`src/rtl/inbound_mc_ctrl_pkg.sv`:
```
// Inbound multi-channel controller: shared types and constants.
// Command codes, register indices and the bus byte-swap helper.
package inbound_mc_ctrl_pkg;

  localparam logic [1:0] US_CMD_INVALID_TYPE = 2'd0;
  localparam logic [1:0] US_CMD_WR32_TYPE    = 2'd1;
  localparam logic [1:0] US_CMD_CPL_TYPE     = 2'd2;
  localparam logic [1:0] US_CMD_CPLD_TYPE    = 2'd3;

  localparam logic [4:0] REG_CMD    = 5'd0;
  localparam logic [4:0] REG_LEN    = 5'd1;
  localparam logic [4:0] REG_BUSY   = 5'd2;
  localparam logic [4:0] REG_DONE   = 5'd3;
  localparam logic [4:0] REG_IRQ_EN = 5'd4;
  localparam logic [4:0] REG_ADDR0  = 5'd8;

  function automatic logic [31:0] bswap32(input logic [31:0] x);
    return {x[7:0], x[15:8], x[23:16], x[31:24]};
  endfunction

endpackage

```
`src/rtl/inbound_mc_ctrl_rr_arb.sv`:
```
// Round-robin arbiter for the channel issue path.
// Search starts at the channel after the last grant; channel 0 after reset.
module rr_arb #(
  parameter int N = 4
) (
  input  logic         clk,
  input  logic         rst_n,
  input  logic [N-1:0] req,
  input  logic         advance,
  output logic [N-1:0] grant,
  output logic [2:0]   grant_id
);

  logic [2:0]   start;
  logic [N-1:0] mask;
  logic [N-1:0] pick;

  // Prefer requests at or above start, wrap to the lowest otherwise
  always_comb begin
    for (int j = 0; j < N; j++) mask[j] = (3'(j) >= start);
    pick = ((req & mask) != '0) ? (req & mask) : req;
    grant = '0;
    grant_id = '0;
    for (int j = N - 1; j >= 0; j--) begin
      if (pick[j]) begin
        grant = '0;
        grant[j] = 1'b1;
        grant_id = 3'(j);
      end
    end
  end

  // Move the search start past the channel just granted
  always_ff @(posedge clk) begin
    if (!rst_n) begin
      start <= '0;
    end else if (advance) begin
      start <= (grant_id == 3'(N - 1)) ? 3'd0 : grant_id + 3'd1;
    end
  end

endmodule

```
`src/rtl/inbound_mc_ctrl.sv`:
```
// Inbound multi-channel DMA command controller.
// Register file, completion capture and upstream command issue.
module inbound_mc_ctrl
  import inbound_mc_ctrl_pkg::*;
#(
  parameter int NUM_CH  = 4,
  parameter int LEN_RST = 6
) (
  input  logic         clk,
  input  logic         rst_n,
  input  logic         up_wr_cmd_compl_i,
  input  logic [2:0]   cmd_id_i,
  input  logic         req_compl_i,
  input  logic         req_compl_with_data_i,
  output logic         to_rxe_compl_done_o,
  input  logic [10:0]  rd_addr_i,
  input  logic [3:0]   rd_be_i,
  output logic [31:0]  rd_data_o,
  input  logic [10:0]  wr_addr_i,
  input  logic [7:0]   wr_be_i,
  input  logic [31:0]  wr_data_i,
  input  logic         wr_en_i,
  output logic         wr_busy_o,
  input  logic [2:0]   req_tc_i,
  input  logic         req_td_i,
  input  logic         req_ep_i,
  input  logic [1:0]   req_attr_i,
  input  logic [9:0]   req_len_i,
  input  logic [15:0]  req_rid_i,
  input  logic [7:0]   req_tag_i,
  input  logic [7:0]   req_be_i,
  input  logic [12:0]  req_addr_i,
  input  logic         us_cmd_fifo_full_i,
  input  logic         us_cmd_fifo_prog_full_i,
  output logic [127:0] us_cmd_fifo_din_o,
  output logic         us_cmd_fifo_wr_en_o,
  output logic         irq_o
);

  logic [NUM_CH-1:0] pending, busy, done, irq_en;
  logic [NUM_CH-1:0] grant, issued, compl_hit;
  logic [NUM_CH-1:0] cmd_set, done_clr;
  logic [4:0]        len;
  logic [31:0]       addr [NUM_CH];
  logic [31:0]       addr_sel, wdata, rd_val;
  logic [54:0]       desc;
  logic              cpl_pend, cpld;
  logic              issue_cpl, issue_wr, wr_ok;
  logic [2:0]        grant_id;
  logic [4:0]        widx, ridx;
  logic              unused;

  assign unused = ^{rd_be_i, wr_be_i, us_cmd_fifo_prog_full_i,
                    rd_addr_i[10:5], wr_addr_i[10:5], req_addr_i[12:6]};

  assign wdata = bswap32(wr_data_i);
  assign widx  = wr_addr_i[4:0];
  assign ridx  = rd_addr_i[4:0];
  assign wr_ok = wr_en_i && !cpl_pend;

  assign issue_cpl = cpl_pend && !us_cmd_fifo_full_i;
  assign issue_wr  = !cpl_pend && (pending != '0) && !us_cmd_fifo_full_i;
  assign issued    = issue_wr ? grant : '0;

  assign cmd_set  = (wr_ok && widx == REG_CMD) ?
                    (wdata[NUM_CH-1:0] & ~busy & ~pending) : '0;
  assign done_clr = (wr_ok && widx == REG_DONE) ? wdata[NUM_CH-1:0] : '0;

  assign us_cmd_fifo_wr_en_o = issue_cpl || issue_wr;
  assign to_rxe_compl_done_o = issue_cpl;
  assign wr_busy_o           = cpl_pend;
  assign irq_o               = |(done & irq_en);

  rr_arb #(.N(NUM_CH)) u_arb (
    .clk      (clk),
    .rst_n    (rst_n),
    .req      (pending),
    .advance  (issue_wr),
    .grant    (grant),
    .grant_id (grant_id)
  );

  // Completion hits and the granted channel's address
  always_comb begin
    addr_sel = '0;
    for (int i = 0; i < NUM_CH; i++) begin
      compl_hit[i] = up_wr_cmd_compl_i && cmd_id_i == 3'(i) && busy[i];
      if (grant[i]) addr_sel = addr[i];
    end
  end

  // Upstream command word, zero whenever nothing is issued
  always_comb begin
    us_cmd_fifo_din_o = '0;
    unique case (1'b1)
      issue_cpl: begin
        us_cmd_fifo_din_o[54:0]  = desc;
        us_cmd_fifo_din_o[56:55] = cpld ? US_CMD_CPLD_TYPE : US_CMD_CPL_TYPE;
        us_cmd_fifo_din_o[61:57] = len;
      end
      issue_wr: begin
        us_cmd_fifo_din_o[31:0]  = addr_sel;
        us_cmd_fifo_din_o[56:55] = US_CMD_WR32_TYPE;
        us_cmd_fifo_din_o[61:57] = len;
        us_cmd_fifo_din_o[64:62] = grant_id;
      end
      default: ;
    endcase
  end

  // Register read mux, little-endian internally
  always_comb begin
    rd_val = '0;
    case (ridx)
      REG_CMD:    rd_val = 32'(pending);
      REG_LEN:    rd_val = 32'(len);
      REG_BUSY:   rd_val = 32'(busy);
      REG_DONE:   rd_val = 32'(done);
      REG_IRQ_EN: rd_val = 32'(irq_en);
      default: begin
        for (int i = 0; i < NUM_CH; i++)
          if (ridx == REG_ADDR0 + 5'(i)) rd_val = addr[i];
      end
    endcase
  end

  assign rd_data_o = bswap32(rd_val);

  // Channel state, registers and completion descriptor
  always_ff @(posedge clk) begin
    if (!rst_n) begin
      pending  <= '0;
      busy     <= '0;
      done     <= '0;
      irq_en   <= '0;
      len      <= 5'(LEN_RST);
      cpl_pend <= 1'b0;
      cpld     <= 1'b0;
      desc     <= '0;
      for (int i = 0; i < NUM_CH; i++) addr[i] <= '0;
    end else begin
      pending <= (pending & ~issued) | cmd_set;
      busy    <= (busy | issued) & ~compl_hit;
      done    <= (done & ~done_clr) | compl_hit;
      if (wr_ok && widx == REG_LEN) len <= wdata[4:0];
      if (wr_ok && widx == REG_IRQ_EN) irq_en <= wdata[NUM_CH-1:0];
      for (int i = 0; i < NUM_CH; i++)
        if (wr_ok && widx == REG_ADDR0 + 5'(i)) addr[i] <= wdata;
      if (issue_cpl) begin
        cpl_pend <= 1'b0;
      end else if (!cpl_pend && req_compl_i) begin
        cpl_pend <= 1'b1;
        cpld     <= req_compl_with_data_i;
        desc     <= {req_tc_i, req_td_i, req_ep_i, req_attr_i, req_len_i,
                     req_rid_i, req_tag_i, req_be_i, req_addr_i[5:0]};
      end
    end
  end

endmodule

```
`config.mk`:
```
export PLATFORM = sky130hd
export DESIGN_NAME = inbound_mc_ctrl
export DESIGN_NICKNAME = d
export VERILOG_FILES = /design/src/rtl/inbound_mc_ctrl_pkg.sv /design/src/rtl/inbound_mc_ctrl_rr_arb.sv /design/src/rtl/inbound_mc_ctrl.sv
export SDC_FILE = /design/constraint.sdc
export NUM_CORES = 1
export LEC_CHECK = 0
export CORE_ASPECT_RATIO = 0.7
export CORE_MARGIN = 2
export CORE_UTILIZATION = 53
export DETAILED_ROUTE_END_ITERATION = 16
export PLACE_DENSITY = 0.87
export SYNTH_ARGS = -nofsm -noshare
export SYNTH_HDL_FRONTEND = slang
export SYNTH_HIERARCHICAL = 1
export SYNTH_SLANG_ARGS = --single-unit
export TNS_END_PERCENT = 30
```
`constraint.sdc`:
```
create_clock -name clk -period 9 [get_ports clk]
set_clock_uncertainty 0.05 [all_clocks]
set_input_delay 0.9 -clock clk [delete_from_list [all_inputs] [get_ports clk]]
set_output_delay 0.9 -clock clk [all_outputs]
set_load 0.01 [all_outputs]
```
-- Yosys cells after proc, flatten, opt, wreduce, memory -nomap -nowiden
Memory sizes are Yosys's and may differ from the RTL's.
Cells that the tools add are included.
- memory bits (read-only): 0
- logic and storage cells: 131
- memory bits (writable): 128
- latch bits: 0
- memories kept: 1
- input bits: 139
- flip-flop bits (word level): 81
- output and inout bits: 164
- memories (memory ; depth ; width ; read ports ; clocked after memory_dff ; write ports ; line ; RTL):
    addr ; 4 ; 32 ; 4 ; 0 ; 4 ; inbound_mc_ctrl.sv:44 ; logic [31:0] addr [NUM_CH];
- shift operators: 0
- reduce and logical (&&, ||, !) cells: 32
- magnitude comparators: 4
- multipliers: 0
- eq/ne operators: 19
- bitwise operators: 21
- muxes and demuxes: 44
- add/sub/neg operators: 1
- divide/modulo/power cells: 0
- operators by type and width (cell ; count):
    32-bit two-way mux ; 12
    32-bit case mux with 5 select lines ; 1
    32-bit case mux with 2 select lines ; 1
    5-bit by 4-bit equality test with 1-bit output (second input constant) ; 8
    4-bit two-way mux ; 8
    4-bit bitwise AND ; 7
    23-bit two-way mux ; 1
    1-bit logical AND ; 21
    4-bit inverter ; 5
    5-bit by 2-bit equality test with 1-bit output (second input constant) ; 3
    1-bit two-way mux ; 14
    7-bit case mux with 2 select lines ; 1
    4-bit OR ; 3
    5-bit by 1-bit equality test with 1-bit output (second input constant) ; 2
    5-bit by 3-bit equality test with 1-bit output (second input constant) ; 2
    5-bit zero test ; 2
    2-bit two-way mux ; 4
    4-bit nonzero test ; 2
    3-bit by 2-bit equality test with 1-bit output (second input constant) ; 2
    1-bit by 3-bit >= comparator with 1-bit output (first input constant) ; 2
    2-bit by 3-bit >= comparator with 1-bit output (first input constant) ; 2
    3-bit two-way mux ; 2
    1-bit OR ; 4
    4-bit OR reduction ; 1
    other kinds (9) ; 11

-- Longest topological paths before layout
- depth in word-level cells: 13
- gate-level depth with buffers: 10
- gate-level depth less buffers: 7

-- Modules after synthesis
Netlist, hierarchy kept.
- modules (own cells, without submodules) (module ; area each (sq um) ; times used ; cells an instance ; sequential area each (sq um)):
    inbound_mc_ctrl ; 10600.2 ; 1 ; 1026 ; 5405.2
    rr_arb ; 301.5 ; 1 ; 45 ; 40.0

-- Worst setup path after synthesis
No wires, ideal clock.
- path kind: input -> register
- start point: in wr_addr_i[2]
- end point: mem addr[0][0] (enable)
- setup slack: 4.696 ns
- arrival: 3.784 ns
- setup time: 0.470 ns
- path buffers: 0
- cell stages on the path: 3
- path through: nor4b_2 -> nand2_1 -> o31ai_1
- RTL lines (element ; line ; RTL):
    start, declared ; inbound_mc_ctrl.sv:19 ; input logic [10:0] wr_addr_i,
    end, declared ; inbound_mc_ctrl.sv:44 ;

-- Final worst setup path
- start point: reg u_arb.start[1]
- end point: out us_cmd_fifo_din_o[3]
- elaborated cells between the ends (all ways): 16
- classes of those cells: 4 x order compare; 10 x mux; 1 x bitwise; 1 x reduce/logical
- RTL lines (element ; line ; RTL):
    start, declared ; inbound_mc_ctrl_rr_arb.sv:14 ; logic [2:0] start;
    start signal, assigned ; inbound_mc_ctrl_rr_arb.sv:38 ; start <= (grant_id == 3'(N - 1)) ? 3'd0 : grant_id + 3'd1;
    1-bit by 3-bit >= comparator with 1-bit output / 2-bit by 3-bit >= comparator with 1-bit output (equally long branches) ; inbound_mc_ctrl_rr_arb.sv:20 ; for (int j = 0; j < N; j++) mask[j] = (3'(j) >= start);
    4-bit bitwise AND * ; inbound_mc_ctrl_rr_arb.sv:21 ; pick = ((req & mask) != '0) ? (req & mask) : req;
    4-bit nonzero test ; inbound_mc_ctrl_rr_arb.sv:21 ;
    4-bit two-way mux * ; inbound_mc_ctrl_rr_arb.sv:21 ;
    4-bit two-way mux (3 in a row) ; inbound_mc_ctrl_rr_arb.sv:25 ; if (pick[j]) begin
    4-bit two-way mux * ; inbound_mc_ctrl_rr_arb.sv:25 ;
    named net grant[3] ; inbound_mc_ctrl.sv:41 ; logic [NUM_CH-1:0] grant, issued, compl_hit;
    32-bit two-way mux * ; inbound_mc_ctrl.sv:88 ; if (grant[i]) addr_sel = addr[i];
    32-bit case mux with 2 select lines * ; inbound_mc_ctrl.sv:95 ; unique case (1'b1)
    end, declared ; inbound_mc_ctrl.sv:35 ; output logic [127:0] us_cmd_fifo_din_o,
Mark *: on every way through the listed nets, which the timed path passes. The rest lies on a longest branch.

==> flow_summary.html <==
<table>
<tr><th>Metric</th><th>Value</th></tr>
<tr><th colspan="2">Setup path</th></tr>
<tr><td>Max FO, Critical Path</td><td>24</td></tr>
<tr><td>Critical path arrival</td><td>4.23 ns</td></tr>
<tr><td>Number of buffer and inverter instances along the worst setup path</td><td>4</td></tr>
<tr><td>Category of cells accounting for the largest share of critical-path delay</td><td>simple AND/OR/NAND/NOR gates</td></tr>
<tr><td>Cells along the critical path</td><td>nand2b_2 &gt; or2b_1 &gt; a21oi_1 &gt; buf_4 &gt; inv_1 &gt; buf_4 &gt; nand2_1 &gt; o221ai_1 &gt; o21ai_1 &gt; clkdlybuf4s50_1</td></tr>
<tr><td>Critical register-to-register path endpoint</td><td>addr[0][27]</td></tr>
<tr><td>Most Frequent Cell on Critical Path</td><td>sky130_fd_sc_hd__buf_4</td></tr>
<tr><td>Internal reg-to-reg setup slack</td><td>between 6 and 7 ns</td></tr>
<tr><td>Startpoint class of the critical path</td><td>flop</td></tr>
<tr><td>Reg2Reg Depth</td><td>4</td></tr>
<tr><td>Worst Path Class, Setup</td><td>reg2out</td></tr>
<tr><td>Critical path depth</td><td>10</td></tr>
<tr><td>CP Capture Type</td><td>output port</td></tr>
<tr><td>Worst setup startpoint</td><td>u_arb/start[1]</td></tr>
<tr><td>WP data required</td><td>8.05 ns</td></tr>
<tr><td>Startpoint of the worst-slack reg-to-reg timing path</td><td>wr_busy_o</td></tr>
<tr><td>Master of the slowest instance on the critical path</td><td>sky130_fd_sc_hd__nand2_1</td></tr>
<tr><td>Capturing element of the worst setup path</td><td>us_cmd_fifo_din_o[3]</td></tr>
<tr><td>Worst stage delay on the critical path</td><td>between 0.8 and 0.9 ns</td></tr>
<tr><th colspan="2">Global routing</th></tr>
<tr><td>GRT met3 Usage</td><td>0.0708</td></tr>
<tr><td>Busiest metal layer after global routing</td><td>met2</td></tr>
<tr><td>Grt total ovfl</td><td>0</td></tr>
<tr><td>GR Util met1</td><td>0.404</td></tr>
<tr><td>First-pass GRT wire length</td><td>47.6 mm</td></tr>
<tr><td>Antenna violations before repair</td><td>1</td></tr>
<tr><td>Pin count of the biggest net entering global routing</td><td>58</td></tr>
<tr><td>Global-route usage over all layers</td><td>0.288</td></tr>
<tr><td>Vias in the first global route</td><td>8,514</td></tr>
<tr><td>Met2 track utilization from global routing</td><td>0.448</td></tr>
<tr><th colspan="2">Die</th></tr>
<tr><td>Row count</td><td>43</td></tr>
<tr><td>Overall die area</td><td>21,800 µm²</td></tr>
<tr><td>Standard cell core area</td><td>roughly 20,000 µm²</td></tr>
<tr><td>Number of placed I/O pins</td><td>roughly 300</td></tr>
<tr><td>Starting density of the core</td><td>0.545</td></tr>
<tr><td>Die Span X</td><td>roughly 180 µm</td></tr>
<tr><td>Die outline height</td><td>124 µm</td></tr>
<tr><th colspan="2">Clock tree</th></tr>
<tr><td>CTS resizes</td><td>0</td></tr>
<tr><td>Number of hold buffers added after cts</td><td>0</td></tr>
<tr><td>CTS tree</td><td>done</td></tr>
<tr><td>Clock slew seen by the registers of the worst setup and hold paths</td><td>0.07 ns</td></tr>
<tr><td>Insertion delay of the later-clocked pin in the worst-skew pair</td><td>0.50 ns</td></tr>
<tr><td>Root buffer selected by CTS</td><td>sky130_fd_sc_hd__clkbuf_16</td></tr>
<tr><td>Htree depth</td><td>1</td></tr>
<tr><td>Inserted Clock Buffers</td><td>21</td></tr>
<tr><td>Maximum root-to-sink buffer count</td><td>3</td></tr>
<tr><td>TritonCTS Sinks</td><td>208</td></tr>
<tr><td>Number of post-CTS setup repair buffers</td><td>0</td></tr>
<tr><th colspan="2">Power</th></tr>
<tr><td>IR drop worst, VDD</td><td>0.111 mV</td></tr>
<tr><td>Lkg Pwr</td><td>around 4.8 nW</td></tr>
<tr><td>Sw Ratio</td><td>0.233</td></tr>
<tr><td>Sequential group share of total power</td><td>0.489</td></tr>
<tr><td>Clock Power Share</td><td>0.410</td></tr>
<tr><td>PnR Total Power</td><td>2.20 mW</td></tr>
<tr><td>Power density cells</td><td>161 nW/µm²</td></tr>
<tr><td>Net load switching power</td><td>0.513 mW</td></tr>
<tr><td>Pint</td><td>roughly 1.7 mW</td></tr>
<tr><td>Relative contribution of combinational cells to total power</td><td>0.100</td></tr>
<tr><th colspan="2">Yosys</th></tr>
<tr><td>Synth top area share</td><td>0.353</td></tr>
<tr><td>Most frequent cells after synthesis</td><td>sky130_fd_sc_hd__nand2_1 (179), sky130_fd_sc_hd__and2_1 (154), sky130_fd_sc_hd__edfxtp_1 (128)</td></tr>
<tr><td>Post-synthesis sequential element count</td><td>208</td></tr>
<tr><td>Multiplexer share of the synthesized area</td><td>0.0752</td></tr>
<tr><td>Largest area contributor in the synthesized netlist</td><td>sky130_fd_sc_hd__edfxtp_1</td></tr>
<tr><td>Cell types occupying the most area after synthesis</td><td>sky130_fd_sc_hd__edfxtp_1 (35%), sky130_fd_sc_hd__dfxtp_1 (15%), sky130_fd_sc_hd__and2_1 (8.8%)</td></tr>
<tr><td>Most frequently used flop master after synthesis</td><td>sky130_fd_sc_hd__edfxtp_1</td></tr>
<tr><td>Fraction of the yosys area taken by sequential cells</td><td>0.499</td></tr>
<tr><td>Largest family of logic cells by synthesized area</td><td>simple AND/OR/NAND/NOR gates</td></tr>
<tr><td>Fraction of the mapped netlist area in compound gates</td><td>0.132</td></tr>
<tr><td>Synthesized area per cell</td><td>10.2 µm²</td></tr>
<tr><td>Gate Count Post-Synth</td><td>1,071</td></tr>
<tr><td>Fraction of registers with async set/reset</td><td>0</td></tr>
<tr><td>Post-synthesis simple-gate area fraction</td><td>0.212</td></tr>
<tr><td>Post-Synthesis Cell Area</td><td>between 10,000 and 15,000 µm²</td></tr>
<tr><td>Number of warnings reported in the yosys synthesis log</td><td>6</td></tr>
<tr><td>Fraction of the mapped netlist area in adder cells</td><td>0</td></tr>
<tr><td>Top-count cell post-synth</td><td>sky130_fd_sc_hd__nand2_1</td></tr>
<tr><td>Number of synthesized flops with an enable pin</td><td>128</td></tr>
<tr><td>Count of cell types in the netlist</td><td>between 50 and 60</td></tr>
<tr><td>Post-synthesis share of cell area spent on xor and xnor gates</td><td>0</td></tr>
<tr><th colspan="2">Place</th></tr>
<tr><td>Buffers added on ports</td><td>206</td></tr>
<tr><td>Half-perimeter wire length after placement</td><td>~21 mm</td></tr>
<tr><td>Instance area at placement</td><td>12,900 µm²</td></tr>
<tr><td>Placed Instances</td><td>about 1,500</td></tr>
<tr><td>Worst slack at placement</td><td>approximately 4.4 ns</td></tr>
<tr><td>Routability-driven placement congestion ratio</td><td>0.916</td></tr>
<tr><th colspan="2">Final layout</th></tr>
<tr><td>Share of post-route cells with drive strength above 1</td><td>0.0896</td></tr>
<tr><td>Antenna diode count</td><td>0</td></tr>
<tr><td>Post-layout instance area</td><td>13,600 µm²</td></tr>
<tr><td>Fraction of the core area covered by cells at the end of the flow</td><td>0.681</td></tr>
<tr><td>Area added between synthesis and finish</td><td>25.1%</td></tr>
<tr><td>Net count of the finished layout</td><td>1,374</td></tr>
<tr><td>Final standard cell count with taps included and fillers excluded</td><td>between 1,500 and 2,000</td></tr>
<tr><th colspan="2">STA</th></tr>
<tr><td>Unrepaired setup endpoints after global routing</td><td>false</td></tr>
<tr><td>Final hold slack</td><td>0.403 ns</td></tr>
<tr><td>Slew at the pin closest to its max-slew limit</td><td>1.19 ns</td></tr>
<tr><td>Fin crit period</td><td>5.18 ns</td></tr>
<tr><td>Total of endpoints with negative setup slack in the final report</td><td>0</td></tr>
<tr><td>Final worst path period share</td><td>0.576</td></tr>
<tr><td>Final slew viol count</td><td>0</td></tr>
<tr><td>Crit path setup slack, layout</td><td>~3.8 ns</td></tr>
<tr><td>Final hold viol count</td><td>0</td></tr>
<tr><td>Remaining max-slew budget at the tightest pin</td><td>0.206</td></tr>
<tr><td>F_max</td><td>approximately 190 MHz</td></tr>
<tr><td>Setup TNS Final</td><td>0 ns</td></tr>
<tr><th colspan="2">Route</th></tr>
<tr><td>Per-cell via count in the routed design</td><td>5.86</td></tr>
<tr><td>Count of nets left with antenna violations after detail routing</td><td>0</td></tr>
<tr><td>Number of detailed-route iterations in the first pass</td><td>5</td></tr>
<tr><td>Wirelength per Cell</td><td>between 20 and 25 µm</td></tr>
<tr><td>Total length of routed wires</td><td>32.1 mm</td></tr>
<tr><td>Initial drt markers</td><td>1,139</td></tr>
<tr><td>Drc violations</td><td>0</td></tr>
<tr><td>Number of vias after detailed routing</td><td>8,903</td></tr>
<tr><th colspan="2">Status</th></tr>
<tr><td>Status</td><td>finished, final reports clean</td></tr>
<tr><th colspan="2">Min path</th></tr>
<tr><td>Class of the worst hold path</td><td>reg2reg</td></tr>
<tr><th colspan="2">Flow run</th></tr>
<tr><td># Max-Cap Violations</td><td>0</td></tr>
</table>
state kept, by name, summed over array words and instances, names as in the netlist:
name         flops
busy             4
pending          4
len              5
wr_busy_o        1
irq_en           4
done             4
cpld             1
u_arb/start      2
addr           128
desc            55
cell families after synthesis:
group / count (synthesis)
buffers and inverters: 157
multiplexers: 44
other: 2
AND/OR/NAND/NOR: 439
AO/OA/AOI/OAI: 221
flip-flops: 208
per-layer routing:
| layer | vias to the layer above | routed length [µm] | part of all wire |
|---|---|---|---|
| li1 | 4005 | - | - |
| met1 | 4250 | 12900 | 0.40 |
| met2 | 578 | 14400 | 0.45 |
| met3 | 70 | 4000 | 0.12 |
| met4 | 0 | 789 | 0.025 |
| met5 | - | 0 | 0 |
tightest hold or removal path: stages, from the launching register on:
cell and delay (ns):
sky130_fd_sc_hd__dfxtp_1 0.31, sky130_fd_sc_hd__nand2_1 0.05, sky130_fd_sc_hd__a21oi_1 0.05
how the worst min path moves through the flow:
stage | endpoint | slack [ns] | cells past startpoint | start
floorplan | desc[32] | 0.38 | 2 | desc[32]
global placement | desc[39] | 0.39 | 2 | desc[39]
detailed placement | desc[39] | 0.39 | 2 | desc[39]
CTS | desc[53] | 0.40 | 2 | desc[53]
global route | desc[49] | 0.42 | 2 | desc[49]
finish | desc[39] | 0.40 | 2 | desc[39]
layout make-up:
class	instances	area, µm²
clock buffers	34	698
clock inverters	4	23.8
fillers	1498	6380
inverters	12	45.0
multi-input cells	768	4900
flip-flops and latches	208	5450
well taps	270	338
repair buffers	224	2190
cells in the final DEF (no fill, tap or decap), drive strengths merged, types with 27 or more instances in the layout:
master         synthesis  routed
conb                   2      64
o21ai                 53      53
and2                 154     154
a21oi                 78      78
a221oi                27      27
mux4                  30      30
edfxtp               128     128
clkdlybuf4s50          0     204
dfxtp                 80      80
clkbuf                54      34
nand2                179     179
nor2b                 45      45
power groups by stage:
stage                     combinational [mW]  sequential [mW]  clock (mW)
after detailed placement               0.218             1.09           0
after global placement                 0.215             1.09           0
after CTS                              0.219             1.07       0.906
after floorplan                        0.136             1.09           0
final                                  0.220             1.08       0.902
after global routing                   0.238             1.08       0.947
No activity file was read; power rests on OpenSTA's default activity.
